<file path="src/rtl/core_config.sv">
// rtl/core_config.sv - core-wide sizing constants shared by the memory pipeline blocks
package core_config;

  localparam int MAX_OUTST = 4;
  // Widest requester count any DCache port arbiter instance may be built with.
  localparam int MAX_REQ = 4;

endpackage

</file>
<file path="src/rtl/core_types.sv">
// rtl/core_types.sv - shared memory-pipeline request and arbiter bookkeeping types
package core_types;

  import core_config::*;

  localparam int ARB_ID_W = $clog2(MAX_REQ);

  typedef struct packed {
    logic        ce;
    logic        uncache;
    logic        we;
    logic [3:0]  sel;
    logic [31:0] addr;
    logic [31:0] wdata;
  } mem_dcache_rreq_t;

  typedef struct packed {
    logic [ARB_ID_W-1:0] id;
    logic                killed;
  } arb_entry_t;

endpackage

</file>
<file path="src/rtl/arb_id_fifo.sv">
// rtl/arb_id_fifo.sv - in-order record of which requester owns each outstanding DCache request
module arb_id_fifo
  import core_types::*;
#(
  parameter int DEPTH = 4
) (
  input  logic       clk,
  input  logic       rst,
  input  logic       push,
  input  arb_entry_t push_data,
  input  logic       pop,
  input  logic       kill_all,
  output arb_entry_t head,
  output logic       full,
  output logic       empty
);

  localparam int AW = $clog2(DEPTH);

  arb_entry_t     mem [DEPTH];
  logic [AW-1:0]  wr_ptr;
  logic [AW-1:0]  rd_ptr;
  logic [AW:0]    count;
  logic           push_ok;
  logic           pop_ok;

  assign full    = (count == (AW+1)'(DEPTH));
  assign empty   = (count == '0);
  assign push_ok = push && !full;
  assign pop_ok  = pop && !empty;
  assign head    = mem[rd_ptr];

  always_ff @(posedge clk) begin
    if (rst) begin
      wr_ptr <= '0;
      rd_ptr <= '0;
      count  <= '0;
    end else begin
      // Kill marks every slot; a push in the same cycle still lands live.
      if (kill_all) begin
        for (int i = 0; i < DEPTH; i++) begin
          mem[i].killed <= 1'b1;
        end
      end
      if (push_ok) begin
        mem[wr_ptr] <= push_data;
        wr_ptr      <= wr_ptr + 1'b1;
      end
      if (pop_ok) begin
        rd_ptr <= rd_ptr + 1'b1;
      end
      count <= count + {{AW{1'b0}}, push_ok} - {{AW{1'b0}}, pop_ok};
    end
  end

endmodule

</file>
<file path="src/rtl/dcache_port_arbiter.sv">
// rtl/dcache_port_arbiter.sv - round-robin sharing of the DCache request port with in-order ack routing
module dcache_port_arbiter
  import core_types::*;
#(
  parameter int NUM_REQ   = 2,
  parameter int MAX_OUTST = core_config::MAX_OUTST
) (
  input  logic                            clk,
  input  logic                            rst,
  input  logic                            flush,
  input  logic [NUM_REQ-1:0]              req_valid_i,
  input  mem_dcache_rreq_t [NUM_REQ-1:0]  req_i,
  output logic [NUM_REQ-1:0]              req_ready_o,
  output logic [NUM_REQ-1:0]              ack_o,
  output mem_dcache_rreq_t                dcache_rreq_o,
  input  logic                            dcache_ready_i,
  input  logic                            dcache_ack_i,
  output logic                            busy_o,
  output logic                            proto_err_o
);

  localparam int PTR_W = (NUM_REQ > 1) ? $clog2(NUM_REQ) : 1;

  logic [PTR_W-1:0]   rr_ptr;
  logic               uc_block;
  logic               proto_err_q;
  arb_entry_t         head;
  arb_entry_t         push_data;
  logic               fifo_full;
  logic               fifo_empty;
  logic               grant_en;
  logic               found;
  logic [PTR_W-1:0]   grant_idx;
  logic [NUM_REQ-1:0] grant;
  logic [NUM_REQ-1:0] eligible;
  logic               pop;

  // Uncached accesses must see an empty pipe so they are strongly ordered.
  always_comb begin
    eligible = '0;
    for (int i = 0; i < NUM_REQ; i++) begin
      eligible[i] = req_valid_i[i] && req_i[i].ce && (!req_i[i].uncache || fifo_empty);
    end
  end

  assign grant_en = !rst && !flush && dcache_ready_i && !fifo_full && !uc_block;

  // Distance k from rr_ptr is the outer loop so the nearest eligible index wins.
  always_comb begin
    grant     = '0;
    grant_idx = '0;
    found     = 1'b0;
    for (int k = 0; k < NUM_REQ; k++) begin
      for (int i = 0; i < NUM_REQ; i++) begin
        if (!found && grant_en && eligible[i] &&
            ((int'(rr_ptr) + k == i) || (int'(rr_ptr) + k - NUM_REQ == i))) begin
          found     = 1'b1;
          grant[i]  = 1'b1;
          grant_idx = PTR_W'(i);
        end
      end
    end
  end

  assign req_ready_o = grant;

  always_comb begin
    dcache_rreq_o = '0;
    if (found) begin
      dcache_rreq_o    = req_i[grant_idx];
      dcache_rreq_o.ce = 1'b1;
    end
  end

  assign pop              = dcache_ack_i && !fifo_empty;
  assign push_data.id     = ARB_ID_W'(grant_idx);
  assign push_data.killed = 1'b0;

  arb_id_fifo #(
    .DEPTH(MAX_OUTST)
  ) u_id_fifo (
    .clk      (clk),
    .rst      (rst),
    .push     (found),
    .push_data(push_data),
    .pop      (dcache_ack_i),
    .kill_all (flush),
    .head     (head),
    .full     (fifo_full),
    .empty    (fifo_empty)
  );

  always_comb begin
    ack_o = '0;
    for (int i = 0; i < NUM_REQ; i++) begin
      if (!rst && pop && !flush && !head.killed && head.id == ARB_ID_W'(i)) begin
        ack_o[i] = 1'b1;
      end
    end
  end

  always_ff @(posedge clk) begin
    if (rst) begin
      rr_ptr      <= '0;
      uc_block    <= 1'b0;
      proto_err_q <= 1'b0;
    end else begin
      if (found) begin
        rr_ptr <= (int'(grant_idx) == NUM_REQ - 1) ? '0 : grant_idx + 1'b1;
      end
      // An uncached grant needs an empty FIFO, so its pop is the next pop seen.
      if (found && req_i[grant_idx].uncache) begin
        uc_block <= 1'b1;
      end else if (pop) begin
        uc_block <= 1'b0;
      end
      if (dcache_ack_i && fifo_empty) begin
        proto_err_q <= 1'b1;
      end
    end
  end

  assign busy_o      = !fifo_empty && !rst;
  assign proto_err_o = proto_err_q && !rst;

endmodule
</file>
<file path="config.mk">
export PLATFORM = sky130hd
export DESIGN_NAME = dcache_port_arbiter
export DESIGN_NICKNAME = d
export VERILOG_FILES = /design/src/rtl/core_config.sv /design/src/rtl/core_types.sv /design/src/rtl/arb_id_fifo.sv /design/src/rtl/dcache_port_arbiter.sv
export SDC_FILE = /design/constraint.sdc
export NUM_CORES = 1
export LEC_CHECK = 0
export BUFFER_PORTS_ARGS = -buffer_cell sky130_fd_sc_hd__buf_2
export CORE_MARGIN = 8
export CORE_UTILIZATION = 34
export CTS_CLUSTER_SIZE = 28
export DETAILED_ROUTE_END_ITERATION = 7
export GPL_TIMING_DRIVEN = 0
export PLACE_DENSITY = 0.86
export SYNTH_ARGS = -nofsm -noshare
export SYNTH_HDL_FRONTEND = slang
export SYNTH_SLANG_ARGS = --single-unit
</file>
<file path="constraint.sdc">
create_clock -name clk -period 4.6 [get_ports clk]
set_clock_uncertainty 0.15 [all_clocks]
set_input_delay 0.23 -clock clk [delete_from_list [all_inputs] [get_ports clk]]
set_output_delay 0.23 -clock clk [all_outputs]
set_load 0.02 [all_outputs]
</file>
After elaboration in Yosys (flattened, before gate mapping) --
Memories as Yosys holds them, arrays and structs flattened. A register that Yosys moved wholly into a read port is not among the register bits. Index checks and enable logic that the tools add are counted.
Storage, ports and cells: flip-flop bits (word level) 10, RAM bits 8, input port bits 149, output and inout bits 77, word-level logic and storage cells 104, memories kept 1
Cells by class: $add $sub $neg 8, magnitude comparators 1, eq/ne operators 5, muxes and demuxes 28, reduce and logical (&&, ||, !) cells 55
Memories:
- u_id_fifo.mem | words 4, width 2, read ports 1, clocked after memory_dff 1, wr ports 4, line arb_id_fifo.sv:20 | arb_entry_t mem [DEPTH];
Operator list (number):
- 70-bit two-way mux | 2
- 32-bit zero test | 4
- 71-bit two-way mux | 1
- 32-bit by 2-bit equality test with 1-bit output, second input constant | 1
- 1-bit logical AND | 30
- 1-bit two-way mux | 20
- 1-bit zero test | 11
- 2-bit two-way mux | 5
- 3-bit by 2-bit equality test with 1-bit output, second input constant | 2
- 1-bit logical OR | 6
- 2-bit by 1-bit adder with 2-bit output, second input constant | 2
- 3-bit by 1-bit adder with 3-bit output | 1
- 3-bit equality test, second input constant | 1
- 3-bit zero test | 1
- 1-bit by 2-bit subtractor with 3-bit output, second input constant | 1
- 2-bit by 2-bit subtractor with 3-bit output, second input constant | 1
- 3-bit by 1-bit subtractor with 3-bit output | 1
- 1-bit by 1-bit adder with 2-bit output, second input constant | 1
- 2-bit by 1-bit equality test with 1-bit output, second input constant | 1
- 2-bit zero test | 1
- 1-bit by 2-bit less-than comparator with 1-bit output, second input constant | 1
- 2-bit nonzero test | 1
- 2-bit OR reduction | 1
- 1-bit adder, second input constant | 1

Depth between registers and ports, before layout --
word-level depth 29, gate-level depth with buffers 11

By module --
From an unflattened synthesis, not the netlist that was laid out.
Second synthesis, totals: cell total of the unflattened synthesis 358, area total of the unflattened synthesis 2469.9 sq um
Modules (own cells, without submodules):
- dcache_port_arbiter | times used 1, cells an instance 280, area an instance 1521.5 sq um, seq. area each 60.1 sq um
- arb_id_fifo | times used 1, cells an instance 78, area an instance 948.4 sq um, seq. area each 500.5 sq um

Least setup slack after synthesis --
Ideal clock, no wire load.
path type register to register, start point register u_id_fifo.count[1], end point register u_id_fifo.count[2], setup time 0.128 ns, arrival 2.123 ns, setup slack 2.200 ns, stages on the path, launching flop included 12, buffers on the path 0, path through dfxtp_1 -> nor3_1 -> nand2b_1 -> inv_1 -> ha_1 -> inv_1 -> ha_1 -> inv_1 -> fa_1 -> xnor2_1 -> xnor2_1 -> nor2_1
RTL lines:
- start, declared | line arb_id_fifo.sv:23 | logic [AW:0] count;
- start signal, assigned | line arb_id_fifo.sv:52 | count <= count + {{AW{1'b0}}, push_ok} - {{AW{1'b0}}, pop_ok};
- 3-bit zero test | line arb_id_fifo.sv:28 | assign empty = (count == '0);
- 1-bit zero test
- 1-bit logical AND
- via pop | line dcache_port_arbiter.sv:36 | logic pop;
- 3-bit by 1-bit subtractor with 3-bit output | line arb_id_fifo.sv:52
The timed path passes the listed nets, and every way through them passes these cells. A chain may end at the register's enable or synchronous reset.

==> flow_metrics.tcl <==
set metrics [dict create \
    core-area_mm2 0.00498 \
    grt_pass1_wl_um 13100 \
    n_fill_cell 454 \
    cts_tree "built" \
    outcome "finished, final reports clean" \
    cp-startpoint "u_id_fifo.count[1]$_SDFF_PP0_" \
    vias_per_cell 5.08 \
    drv_slew 0 \
    design_area_mm2 0.00300 \
    cts.sinks 20 \
    fmax_mhz 346 \
    grt_max_degree 14 \
    timing.rr.start "u_id_fifo.count[1]$_SDFF_PP0_" \
    htree_levels 1 \
    finalHoldViolCount 0 \
    finalSetupTns_ns 0 \
    seq_power_share 0.329 \
    port_buffers 225 \
    first_pass_iters 4 \
    row_count 26 \
    io_pins 226 \
    crit_path_max_incr_delay_ns 0.60 \
    die_area_mm2 0.00756 \
    finalSetupViolations 0 \
    crit_family "compound AO/OA/AOI/OAI gates" \
    r2r-end "u_id_fifo.count[2]$_SDFF_PP0_" \
    ys_async_sr_fraction 0 \
    num_vias 2448 \
    grt_pass1_vias 2578 \
    wirelength_um 9080 \
    synth_top_area_frac 0.353 \
    drc 0 \
    post-route-util 0.604 \
    crit_type "reg2out" \
    routedWlPerCell_um 18.8 \
    synthCells 180 \
    critPathSlowestCell "a211oi_4" \
    multi_input_area_mm2 0.00110 \
    gp_congestion 0.919 \
    numCtsBuffers 3 \
    hold_class "in2reg" \
    antenna_left 0 \
    clk_latency_ns 0.26 \
    critical_path_arrival_ns 2.51 \
    initial_core_util 0.344 \
    globalRoute.totalOverflow 0 \
    reg2reg_slack_ns 1.92 \
    syn_area_mm2 0.00171 \
    vdd_ir_drop_max_v 0.000262 \
    drive_gt1_frac 0.616 \
    layout.cells.non_filler 482 \
    cp-endpoint "dcache_rreq_o[62]" \
    clkTransAtPathRegs_ns 0.08 \
    cp.depth 6 \
    dr.first_iter.drc_count 57 \
    maxCapViolCount 0 \
    dp_hpwl_um 7910 \
    yosys.area.top_type "a22o_1" \
    ctsRootBufferMaster "clkbuf_8" \
    max_slew_margin 0.585 \
    clock_power_share 0.246 \
    crit_path_end_kind "output pin" \
    synth_nets 332 \
    finalCritPeriodShare 0.628 \
    cts-resized-gates 0 \
    cp_max_fo 10 \
    switching_share 0.345 \
    tightest_slew_ns 0.621 \
    crit_chain "o21ai_0 > and2_1 > a211oi_4 > buf_6 > a22o_1 > buf_2" \
    ys_seq_area_frac 0.263 \
    startpoint_type "flip-flop" \
    antenna_found_initial 2 \
    ys_top_cells_by_area "a22o_1 (35%), dfxtp_1 (18%), edfxtp_1 (8.8%), buf_6 (4.6%), mux4_2 (2.6%)" \
    die_height_um 87.0 \
    pwr-share-comb 0.425 \
    finalNetCount 562 \
    syn_avg_cell_area_um2 9.51 \
    cts_setup_buffers 0 \
    critical_path_buf_inv_count 2 \
    rsz0062_at_grt "no" \
    period_minus_slack_ns 2.89 \
    synth_ff_type "dfxtp_1" \
    intPower_uw 472 \
    cp.required_ns 4.22 \
    synth_edf_count 5 \
    fp.dieW_um 87.0 \
    syn_to_final_growth_pct 75.5 \
    synth_commonest_cells "a22o_1 (69), dfxtp_1 (15), nor2_1 (11), inv_1 (9), buf_2 (8)" \
    synth_seq_cells 20 \
    power.density_mw_per_mm2 240 \
    worstRegToRegCells 11 \
    yosysWarnings 0 \
    track_usage 0.220 \
    dp.cells 475 \
    placed_cell_area_mm2 0.00293 \
    cts_buffer_depth 2 \
    seq_area_um2 450 \
    hold_buffers 0 \
    synth_most_common_cell "a22o_1" \
    p_leak_nw 1.75 \
    synth_cell_types 39 \
    switchingPower_uw 248 \
]
flip-flops by register name, summed over array words and instances, names as in the netlist, named ones only:
register          flops
u_id_fifo.rd_ptr      2
u_id_fifo.count       3
u_id_fifo.wr_ptr      2
proto_err_q           1
u_id_fifo.mem         8
rr_ptr                1
uc_block              1
worst reg2reg max path: stages, from the launching register on:
cell      delay (ns)
dfxtp_1         0.41
nor3_1          0.38
nand2b_1        0.20
inv_1           0.09
ha_1            0.30
inv_1           0.06
ha_1            0.14
inv_1           0.05
fa_1            0.38
xnor2_1         0.20
xnor2_1         0.14
nor2_1          0.06
worst min path at each step:
stage | start | to | slack (ns) | cells past startpoint
after floorplan | rst | uc_block$_SDFFE_PP0P_ | 0.15 | 1
after global placement | proto_err_q$_SDFFE_PP0P_ | proto_err_q$_SDFFE_PP0P_ | 0.30 | 2
after detailed placement | proto_err_q$_SDFFE_PP0P_ | proto_err_q$_SDFFE_PP0P_ | 0.32 | 2
after CTS | dcache_ack_i | proto_err_q$_SDFFE_PP0P_ | 0.08 | 3
after global routing | rst | uc_block$_SDFFE_PP0P_ | 0.11 | 2
final | dcache_ack_i | proto_err_q$_SDFFE_PP0P_ | 0.08 | 3
layout by cell type (no fill, tap or decap), drive strengths merged:
master   Yosys  final
and3         1      1
and2         2      2
nor2b        4      4
xnor2        3      3
xor2         1      1
buf         16    241
nand2b       2      2
o21ai        3      3
nor2        11     11
nand3        3      3
bufinv       0      1
o21a         1      1
o2111ai      1      1
clkbuf       1      4
diode        0      3
mux4         2      2
dfxtp       15     15
nor4b        1      1
fa           1      1
a31oi        2      2
or4          2      2
ha           2      2
nand2        5      5
a21oi        5      5
a32oi        1      1
o21bai       1      1
nor3         1      1
or3          2      2
o22a         1      1
o211a        2      2
edfxtp       5      5
a22o        69     69
inv          9      9
a211oi       1      1
o31ai        3      3
o31a         1      1
cells by family after synthesis:
group	count (synthesis)	share of synthesized area
fa+ha+maj	3	0.0263
buf+inv	26	0.0958
xor+xnor	4	0.0205
mux	2	0.0263
flops	20	0.263
simple gates	34	0.113
compound gates	91	0.455
power groups by stage:
stage	combinational [mW]	sequential, mW	clock [mW]
final	0.306	0.237	0.177
after global routing	0.337	0.243	0.188
after CTS	0.309	0.237	0.178
after detailed placement	0.304	0.240	0
after global placement	0.295	0.239	0
after floorplan	0.187	0.234	0
routing by layer:
layer,GRT usage,part of all wire,vias up
li1,-,-,1179
met1,0.219,0.35,1104
met2,0.384,0.48,150
met3,0.110,0.14,15
met4,0.0829,0.022,0
met5,0,0,-
layout make-up:
class,count,area share
Clock inverter,1,0.0100
Multi-Input combinational cell,134,0.365
Timing Repair Buffer,225,0.375
Sequential cell,20,0.150
Tap cell,70,0.0292
Antenna cell,3,0.00250
Clock buffer,3,0.0137
Inverter,9,0.0112
Buffer,17,0.0433
per-stage QoR:
step,hold WS [ns],power (mW),setup slack [ns]
floorplan,0.149,0.420,2.20
global placement,0.297,0.534,2.00
detailed placement,0.319,0.544,1.96
CTS,0.0808,0.723,1.70
global route,0.111,0.767,1.55
finish,0.0792,0.720,1.71
(Power assumes the default switching activity.)
